**src/rtl/pipe_ctrl_pkg.sv**
```systemverilog
// Shared pipeline-control constants and the stall-request priority map.
package pipe_ctrl_pkg;

    localparam logic        STOP            = 1'b1;
    localparam logic        NO_STOP         = 1'b0;
    localparam logic        FLUSH           = 1'b1;
    localparam logic        NO_FLUSH        = 1'b0;
    localparam logic        CAUSE_EXCEPTION = 1'b1;
    localparam logic        CAUSE_BRANCH    = 1'b0;
    localparam logic [31:0] ZERO_WORD       = 32'h0000_0000;

    localparam logic [3:0]  STALL_NONE      = {NO_STOP, NO_STOP, NO_STOP, NO_STOP};
    localparam logic [3:0]  STALL_FETCH     = {NO_STOP, NO_STOP, NO_STOP, STOP};

    // Deeper stall requests hold every stage in front of them; commit never stops.
    function automatic logic [3:0] stall_map(
        input logic req_if,
        input logic req_id,
        input logic req_ex,
        input logic req_mem
    );
        logic [3:0] vec;
        if (req_mem) begin
            vec = {NO_STOP, STOP, STOP, STOP};
        end else if (req_ex || req_id) begin
            vec = {NO_STOP, NO_STOP, STOP, STOP};
        end else if (req_if) begin
            vec = STALL_FETCH;
        end else begin
            vec = STALL_NONE;
        end
        return vec;
    endfunction

endpackage

```
**src/rtl/pipe_ctrl.sv**
```systemverilog
// Pipeline stall/flush controller: combinational stall vector, exception/branch
// flush with a registered fetch redirect held until fetch accepts it.
module pipe_ctrl
    import pipe_ctrl_pkg::*;
(
    input  logic        clk,
    input  logic        rst,
    input  logic        stallreq_if_i,
    input  logic        stallreq_id_i,
    input  logic        stallreq_ex_i,
    input  logic        stallreq_mem_i,
    input  logic        excep_valid_i,
    input  logic [31:0] excep_target_i,
    input  logic        branch_flush_i,
    input  logic [31:0] branch_target_i,
    input  logic        fetch_ready_i,
    output logic [3:0]  stall_o,
    output logic        flush_o,
    output logic        flush_cause_o,
    output logic        redirect_valid_o,
    output logic [31:0] redirect_pc_o,
    output logic [31:0] stall_cnt_o
);

    typedef enum logic {
        ST_IDLE     = 1'b0,
        ST_REDIRECT = 1'b1
    } state_e;

    state_e      state_q, state_d;
    logic [31:0] target_q, target_d;
    logic        valid_q, valid_d;
    logic [31:0] cnt_q, cnt_d;
    logic [3:0]  stall_s;
    logic        flush_s;
    logic        cause_s;
    logic        branch_ok_s;

    // A branch resolved while execute or memory is stalled is held upstream.
    assign branch_ok_s = branch_flush_i && !stallreq_mem_i && !stallreq_ex_i;

    // Next-state and combinational stall/flush decode.
    always_comb begin
        stall_s  = stall_map(stallreq_if_i, stallreq_id_i, stallreq_ex_i, stallreq_mem_i);
        flush_s  = NO_FLUSH;
        cause_s  = CAUSE_BRANCH;
        state_d  = state_q;
        target_d = target_q;
        case (state_q)
            ST_IDLE: begin
                if (excep_valid_i) begin
                    stall_s  = STALL_NONE;
                    flush_s  = FLUSH;
                    cause_s  = CAUSE_EXCEPTION;
                    target_d = excep_target_i;
                    state_d  = ST_REDIRECT;
                end else if (branch_ok_s) begin
                    flush_s  = FLUSH;
                    cause_s  = CAUSE_BRANCH;
                    target_d = branch_target_i;
                    state_d  = ST_REDIRECT;
                end else begin
                    state_d  = ST_IDLE;
                end
            end
            ST_REDIRECT: begin
                stall_s = STALL_FETCH;
                if (excep_valid_i) begin
                    flush_s  = FLUSH;
                    cause_s  = CAUSE_EXCEPTION;
                    target_d = excep_target_i;
                    state_d  = ST_REDIRECT;
                end else if (fetch_ready_i && valid_q) begin
                    state_d  = ST_IDLE;
                end else begin
                    state_d  = ST_REDIRECT;
                end
            end
            default: begin
                stall_s  = STALL_NONE;
                state_d  = ST_IDLE;
            end
        endcase
        if (rst) begin
            stall_s = STALL_NONE;
            flush_s = NO_FLUSH;
            cause_s = CAUSE_BRANCH;
        end else begin
            stall_s = stall_s;
        end
        valid_d = (state_d == ST_REDIRECT);
        cnt_d   = (stall_s != STALL_NONE) ? cnt_q + 32'd1 : cnt_q;
    end

    // FSM state, redirect target and stall counter registers.
    always_ff @(posedge clk) begin
        if (rst) begin
            state_q  <= ST_IDLE;
            target_q <= ZERO_WORD;
            valid_q  <= 1'b0;
            cnt_q    <= ZERO_WORD;
        end else begin
            state_q  <= state_d;
            target_q <= target_d;
            valid_q  <= valid_d;
            cnt_q    <= cnt_d;
        end
    end

    assign stall_o          = stall_s;
    assign flush_o          = flush_s;
    assign flush_cause_o    = cause_s;
    assign redirect_valid_o = valid_q;
    assign redirect_pc_o    = target_q;
    assign stall_cnt_o      = cnt_q;

endmodule

```
**config.mk**
```make
export PLATFORM = sky130hd
export DESIGN_NAME = pipe_ctrl
export DESIGN_NICKNAME = d
export VERILOG_FILES = /design/src/rtl/pipe_ctrl_pkg.sv /design/src/rtl/pipe_ctrl.sv
export SDC_FILE = /design/constraint.sdc
export NUM_CORES = 1
export LEC_CHECK = 0
export BUFFER_PORTS_ARGS = -buffer_cell sky130_fd_sc_hd__buf_4
export CAP_MARGIN = 10
export CELL_PAD_IN_SITES_DETAIL_PLACEMENT = 0
export CELL_PAD_IN_SITES_GLOBAL_PLACEMENT = 1
export CORE_UTILIZATION = 36
export CTS_BUF_LIST = sky130_fd_sc_hd__clkbuf_4 sky130_fd_sc_hd__clkbuf_8
export DETAILED_ROUTE_END_ITERATION = 6
export PLACE_DENSITY = 0.87
export SYNTH_ARGS = -nofsm -noshare
export SYNTH_HDL_FRONTEND = slang
export SYNTH_SLANG_ARGS = --single-unit
```
**constraint.sdc**
```tcl
create_clock -name clk -period 5.1 [get_ports clk]
set_clock_uncertainty 0.15 [all_clocks]
set_input_delay 0.255 -clock clk [delete_from_list [all_inputs] [get_ports clk]]
set_output_delay 0.255 -clock clk [all_outputs]
set_load 0.02 [all_outputs]
```
==> flow_summary.toml, run 1 <==
[clock_tree]
cts_resized = 0
cts_buffers = 9
cts_sinks = 65
hold_buffers = 0
path_clk_slew_ns = 0.07
postCtsSetupRepairBufs = 0
clk-insertion-delay-late_ns = 0.34
cts_tree = "built"
cts_root_buf = "clkbuf_8"
clk_path_buf_depth = 2
cts_max_level = 3

[logic_synthesis]
synthArstFlopShare = 0
ys_types = 35
ys_ff_latch = 65
synthCells = 371
syn-num-nets = 445
yosysSeqAreaShare = 0.4294
synth_top_family_by_area = "simple AND/OR/NAND/NOR gates"
synth-xor-area-share = 0.05491
synth_area_sq_mm = 0.003030
ys_warn_count = 0
ys.flop_type = "dfxtp_1"
yosys.area_share.simple = 0.2622
synth_fa_ha_area_frac = 0.004129
postSynthAreaPerCell_sq_um = 8.168
synthMuxAreaShare = 0.003303
synth_edf_count = 0
synth_compound_gate_area_share = 0.2040

[floorplanning]
design.portCount = 144
dieArea_sq_mm = 0.008789
fp-row-count = 33
core_sq_mm = 0.008175
die_w_um = 93.75
dieHeight_um = 93.75
start_util = 0.3707

[global_route]
grtUsageTotal = 0.2053
antenna_found_initial = 0
grt_pass1_wl_mm = 13.95
grt_pass1_vias = 2983
grt_max_degree = 73
overflow = 0

[worst_hold_path]
whs_path_depth = 3
hold_class = "in -> reg"

[finish]
final_common_cell = "buf_4"
fillers = 834
final_nets = 572
syn_to_final_growth_pct = 41.66
n_antenna_cell = 0
mostFrequentLayoutCells = "144 x buf_4, 65 x dfxtp_1, 55 x nor2_1"
final_area_sq_mm = 0.004293
drive_above_1_share = 0.3320

[setup_path]
arrival_ns = 2.66
crit_fanout = 40
cp.required_ns = 5.22
ff2ff_path_depth = 6
start_kind = "flop"
critPathCaptureType = "flop"
critical_path_class = "reg -> reg"

[power_and_ir_drop]
p_leak_nw = 1.809
irDropWorstVdd_mv = 0.1100
power_density_mw_per_mm2 = 260.7

[timing]
hold_viol_final = 0
rsz0062_at_grt = "no"
maxSlewViolCount = 0
max_freq_ghz = 0.3939
setup_ws_ns = 2.561
finalWorstPathRequiredPeriod_ns = 2.539
tightest_slew_ns = 1.045
timing.slew.headroom = 0.3031
setup_viol_count_final = 0
tns_ns = 0
min_period_over_period = 0.4978

[route]
wirelength_mm = 8.840
initialDrtViolationCount = 123
num_vias = 3138
top_layer_used = "met4"
wl_met1_mm = 3.662
dr_wl_met2_mm = 4.447
wl_met3_um = 565
final_antenna_net_count = 0
drc = 0
vias_per_cell = 5.161
drtPass1Iterations = 4
routedWlPerCell_um = 14.54

[flow_run]
drv_cap = 0

[placement]
place_area_sq_mm = 0.004126
io_buffers = 142
dp_slack_ns = 2.554
dpl.hpwl_mm = 6.273
gp_congestion = 0.8053

[status]
status = "completed"
-- cell families after synthesis --
family | Yosys count
AOI/OAI and AO/OA | 94
xor gates and xnor gates | 19
adders and majority gates | 1
buffers and inverters | 29
DFF | 65
muxes | 1
other | 1
and+or+nand+nor | 161
-- cell type report --
type                       instances  area (sq um)  share of cell area
tap                              105         131.4             0.03060
sequential                        65          1301              0.3031
clock buffer                      10         131.4             0.03060
clock inverter                     6         35.03            0.008161
timing repair buffer             144          1081              0.2518
multi-input combinational        277          1609              0.3748
inverter                           1         3.754           0.0008744
-- sequential cells by signal, summed over array words and instances, names as in the netlist --
name	count
redirect_pc_o	32
redirect_valid_o	1
stall_cnt_o	32
-- path summary, 6_finish.rpt --
check | end | slack [ns] | from
min | redirect_pc_o[12]$_SDFFE_PP0P_ | 0.02 | branch_target_i[12]
min reg2reg | redirect_pc_o[25]$_SDFFE_PP0P_ | 0.35 | redirect_pc_o[25]$_SDFFE_PP0P_
max | stall_cnt_o[30]$_SDFFE_PP0P_ | 2.56 | redirect_valid_o$_SDFF_PP0_
max reg2reg | stall_cnt_o[30]$_SDFFE_PP0P_ | 2.56 | redirect_valid_o$_SDFF_PP0_
-- through the flow --
step	hold slack, ns	cells	utilization	total power (W)
final	0.02488	608	0.5251	0.001119
after global placement	0.3345	592	0.5047	0.0007563
after floorplan	0.2640	371	-	0.0006603
after CTS	0.01050	608	0.5251	0.001135
after global routing	0.01690	608	0.5251	0.001178
after detailed placement	0.3428	592	0.5047	0.0007596
-- power by group --
group	leakage (nW)	total (W)	internal, W	switching [W]
combinational	1.19	0.000200	0.0000924	0.000108
sequential	0.532	0.000546	0.000531	0.0000147
clock	0.0852	0.000373	0.000178	0.000195
-- worst max-delay path, cell delays in order (launching register included) --
cell	delay (ns)
dfxtp_1	0.31
buf_4	0.34
nor2b_4	0.10
nor4b_4	0.55
nand4b_4	0.31
or4_1	0.56
a21oi_1	0.15
-- synthesized netlist by cell type (all sizes together) (4+ instances only) --
cell type,instances,area share
a21oi,15,0.025
a311oi,32,0.092
and2,4,0.0083
and3,6,0.012
buf,16,0.025
clkbuf,12,0.015
dfxtp,65,0.43
nand2,45,0.056
nand3,9,0.015
nand4,15,0.031
nor2,56,0.069
o21ai,40,0.066
o31ai,4,0.0099
or3,8,0.017
or4,4,0.0099
xor2,16,0.046
-- metal layers --
layer / track usage / vias up
met4: 0.08846 / 0
met1: 0.2368 / 1434
li1: - / 1594
met5: 0 / -
met2: 0.3540 / 99
met3: 0.05583 / 11
Power figures use the tool's default switching activity.
==> run 2, diff against run 1 <==
--- a/config.mk
+++ b/config.mk
@@ -9,10 +9,10 @@
 export CAP_MARGIN = 10
 export CELL_PAD_IN_SITES_DETAIL_PLACEMENT = 0
 export CELL_PAD_IN_SITES_GLOBAL_PLACEMENT = 1
-export CORE_UTILIZATION = 36
+export CORE_UTILIZATION = 30
 export CTS_BUF_LIST = sky130_fd_sc_hd__clkbuf_4 sky130_fd_sc_hd__clkbuf_8
 export DETAILED_ROUTE_END_ITERATION = 6
-export PLACE_DENSITY = 0.87
+export PLACE_DENSITY = 0.78
 export SYNTH_ARGS = -nofsm -noshare
 export SYNTH_HDL_FRONTEND = slang
 export SYNTH_SLANG_ARGS = --single-unit
==> constraint.sdc (replaced) <==
create_clock -name clk -period 2.3 [get_ports clk]
set_clock_uncertainty 0.15 [all_clocks]
set_input_delay 0.115 -clock clk [delete_from_list [all_inputs] [get_ports clk]]
set_output_delay 0.115 -clock clk [all_outputs]
set_load 0.02 [all_outputs]
==> flow_summary.toml, run 2 (synthesis gave the netlist of run 1 again) <==
[route]
final_antenna_net_count = 0
num_vias = 3551
drc = 0
wirelength_mm = 10.35
routedWlPerCell_um = 14.48
initialDrtViolationCount = 153
vias_per_cell = 4.966
drtPass1Iterations = 4

[flow_run]
drv_cap = 0

[setup_path]
ff2ff_path_depth = 6
critPathCaptureType = "flop"
endpoint = "stall_cnt_o[30]$_SDFFE_PP0P_"
start_kind = "primary input"
cp.required_ns = 2.41
arrival_ns = 2.25
critical_path_class = "in -> reg"
timing.rr.start = "redirect_valid_o$_SDFF_PP0_"
timing.rr.end = "redirect_pc_o[21]$_SDFFE_PP0P_"
rrSetupSlack_ns = 0.16
crit_start = "rst"
crit_fanout = 21

[floorplanning]
start_util = 0.3100
dieArea_sq_mm = 0.01051
fp-row-count = 36
die_w_um = 102.5
core_sq_mm = 0.009774
design.portCount = 144
dieHeight_um = 102.5

[clock_tree]
postCtsSetupRepairBufs = 0
cts_root_buf = "clkbuf_8"
cts_tree = "built"
clk_path_buf_depth = 2
clk-insertion-delay-late_ns = 0.33
path_clk_slew_ns = 0.07
cts_max_level = 3
cts_sinks = 65
cts_buffers = 9

[global_route]
overflow = 0
antenna_found_initial = 0
grt_pass1_vias = 3447
grt_pass1_wl_mm = 16.50
grt_max_degree = 65
grtUsageTotal = 0.2024

[placement]
dpl.hpwl_mm = 6.507
io_buffers = 142
gp_congestion = 0.7819

[finish]
postLayoutCoreUtil = 0.5283
final_nets = 652
mostFrequentLayoutCells = "154 x buf_4, 67 x dlygate4sd3_1, 65 x dfxtp_1"
n_antenna_cell = 0
final_common_cell = "buf_4"
syn_to_final_growth_pct = 70.40
drive_above_1_share = 0.3110

[timing]
hold_viol_final = 0
maxSlewViolCount = 0
timing.slew.headroom = 0.5921
tightest_slew_ns = 0.6108
setup_viol_count_final = 0
finalWorstPathRequiredPeriod_ns = 2.141
max_freq_ghz = 0.4672
tns_ns = 0
rsz0062_at_grt = "no"
min_period_over_period = 0.9307

[power_and_ir_drop]
irDropWorstVdd_mv = 0.3440
power_density_mw_per_mm2 = 531.0
p_leak_nw = 2.237

[worst_hold_path]
hold_class = "in -> reg"

[status]
status = "completed"
-- run 2: power breakdown --
| group | leakage (nW) | internal [W] | switching (W) |
|---|---|---|---|
| combinational | 1.60 | 0.000316 | 0.000278 |
| clock | 0.0998 | 0.000514 | 0.000427 |
| sequential | 0.532 | 0.00118 | 0.0000290 |
-- run 2: metal layers --
metal / track usage / vias to the layer above / wire [um]
li1: - / 1751 / -
met1: 0.2428 / 1680 / 4439
met2: 0.3359 / 101 / 4986
met3: 0.05017 / 19 / 650
met4: 0.1033 / 0 / 274
met5: 0 / - / 0
-- run 2: how the worst min path moves through the flow --
stage	slack, ns	startpoint	to	cells past startpoint
6_report	0.26	excep_valid_i	stall_cnt_o[0]$_SDFFE_PP0P_	5
5_1_grt	0.29	excep_valid_i	stall_cnt_o[1]$_SDFFE_PP0P_	5
4_1_cts	0.25	excep_valid_i	stall_cnt_o[0]$_SDFFE_PP0P_	5
3_5_place_dp	0.25	branch_target_i[6]	redirect_pc_o[6]$_SDFFE_PP0P_	3
3_3_place_gp	0.24	branch_target_i[4]	redirect_pc_o[4]$_SDFFE_PP0P_	3
2_1_floorplan	0.12	branch_target_i[25]	redirect_pc_o[25]$_SDFFE_PP0P_	2
-- run 2: area by class of cell --
| class | instances | area (sq um) |
|---|---|---|
| clock buffers | 11 | 138.9 |
| clock inverters | 4 | 45.04 |
| fillers | 960 | 4611 |
| inverters | 1 | 3.754 |
| multi-input cells | 277 | 1625 |
| flip-flops and latches | 65 | 1301 |
| well taps | 133 | 166.4 |
| repair buffers | 224 | 1883 |
-- run 2: through the flow --
stage          cells  power, W  hold slack, ns  area (sq um)  setup WS, ns
6_report         715  0.002742          0.2621          5164        0.1594
3_3_place_gp     632  0.001693          0.2397          4264        0.1629
5_1_grt          715  0.002874          0.2860          5164       0.01178
2_1_floorplan    371  0.001464          0.1240          3030       0.07057
4_1_cts          714  0.002754          0.2467          5119        0.1060
3_5_place_dp     632  0.001700          0.2466          4264        0.1524
-- run 2: worst max-delay path, stage by stage --
cell and delay [ns]:
dlygate4sd3_1 0.54, buf_4 0.22, nor4b_4 0.41, nand4b_4 0.27, or4_1 0.55, a21oi_1 0.14
-- run 2: timing repair --
action	CTS	global route
setup endpoints to repair	0	24
hold buffers	67	0
endpoints found under the hold margin	36	0
gates resized for setup	0	4
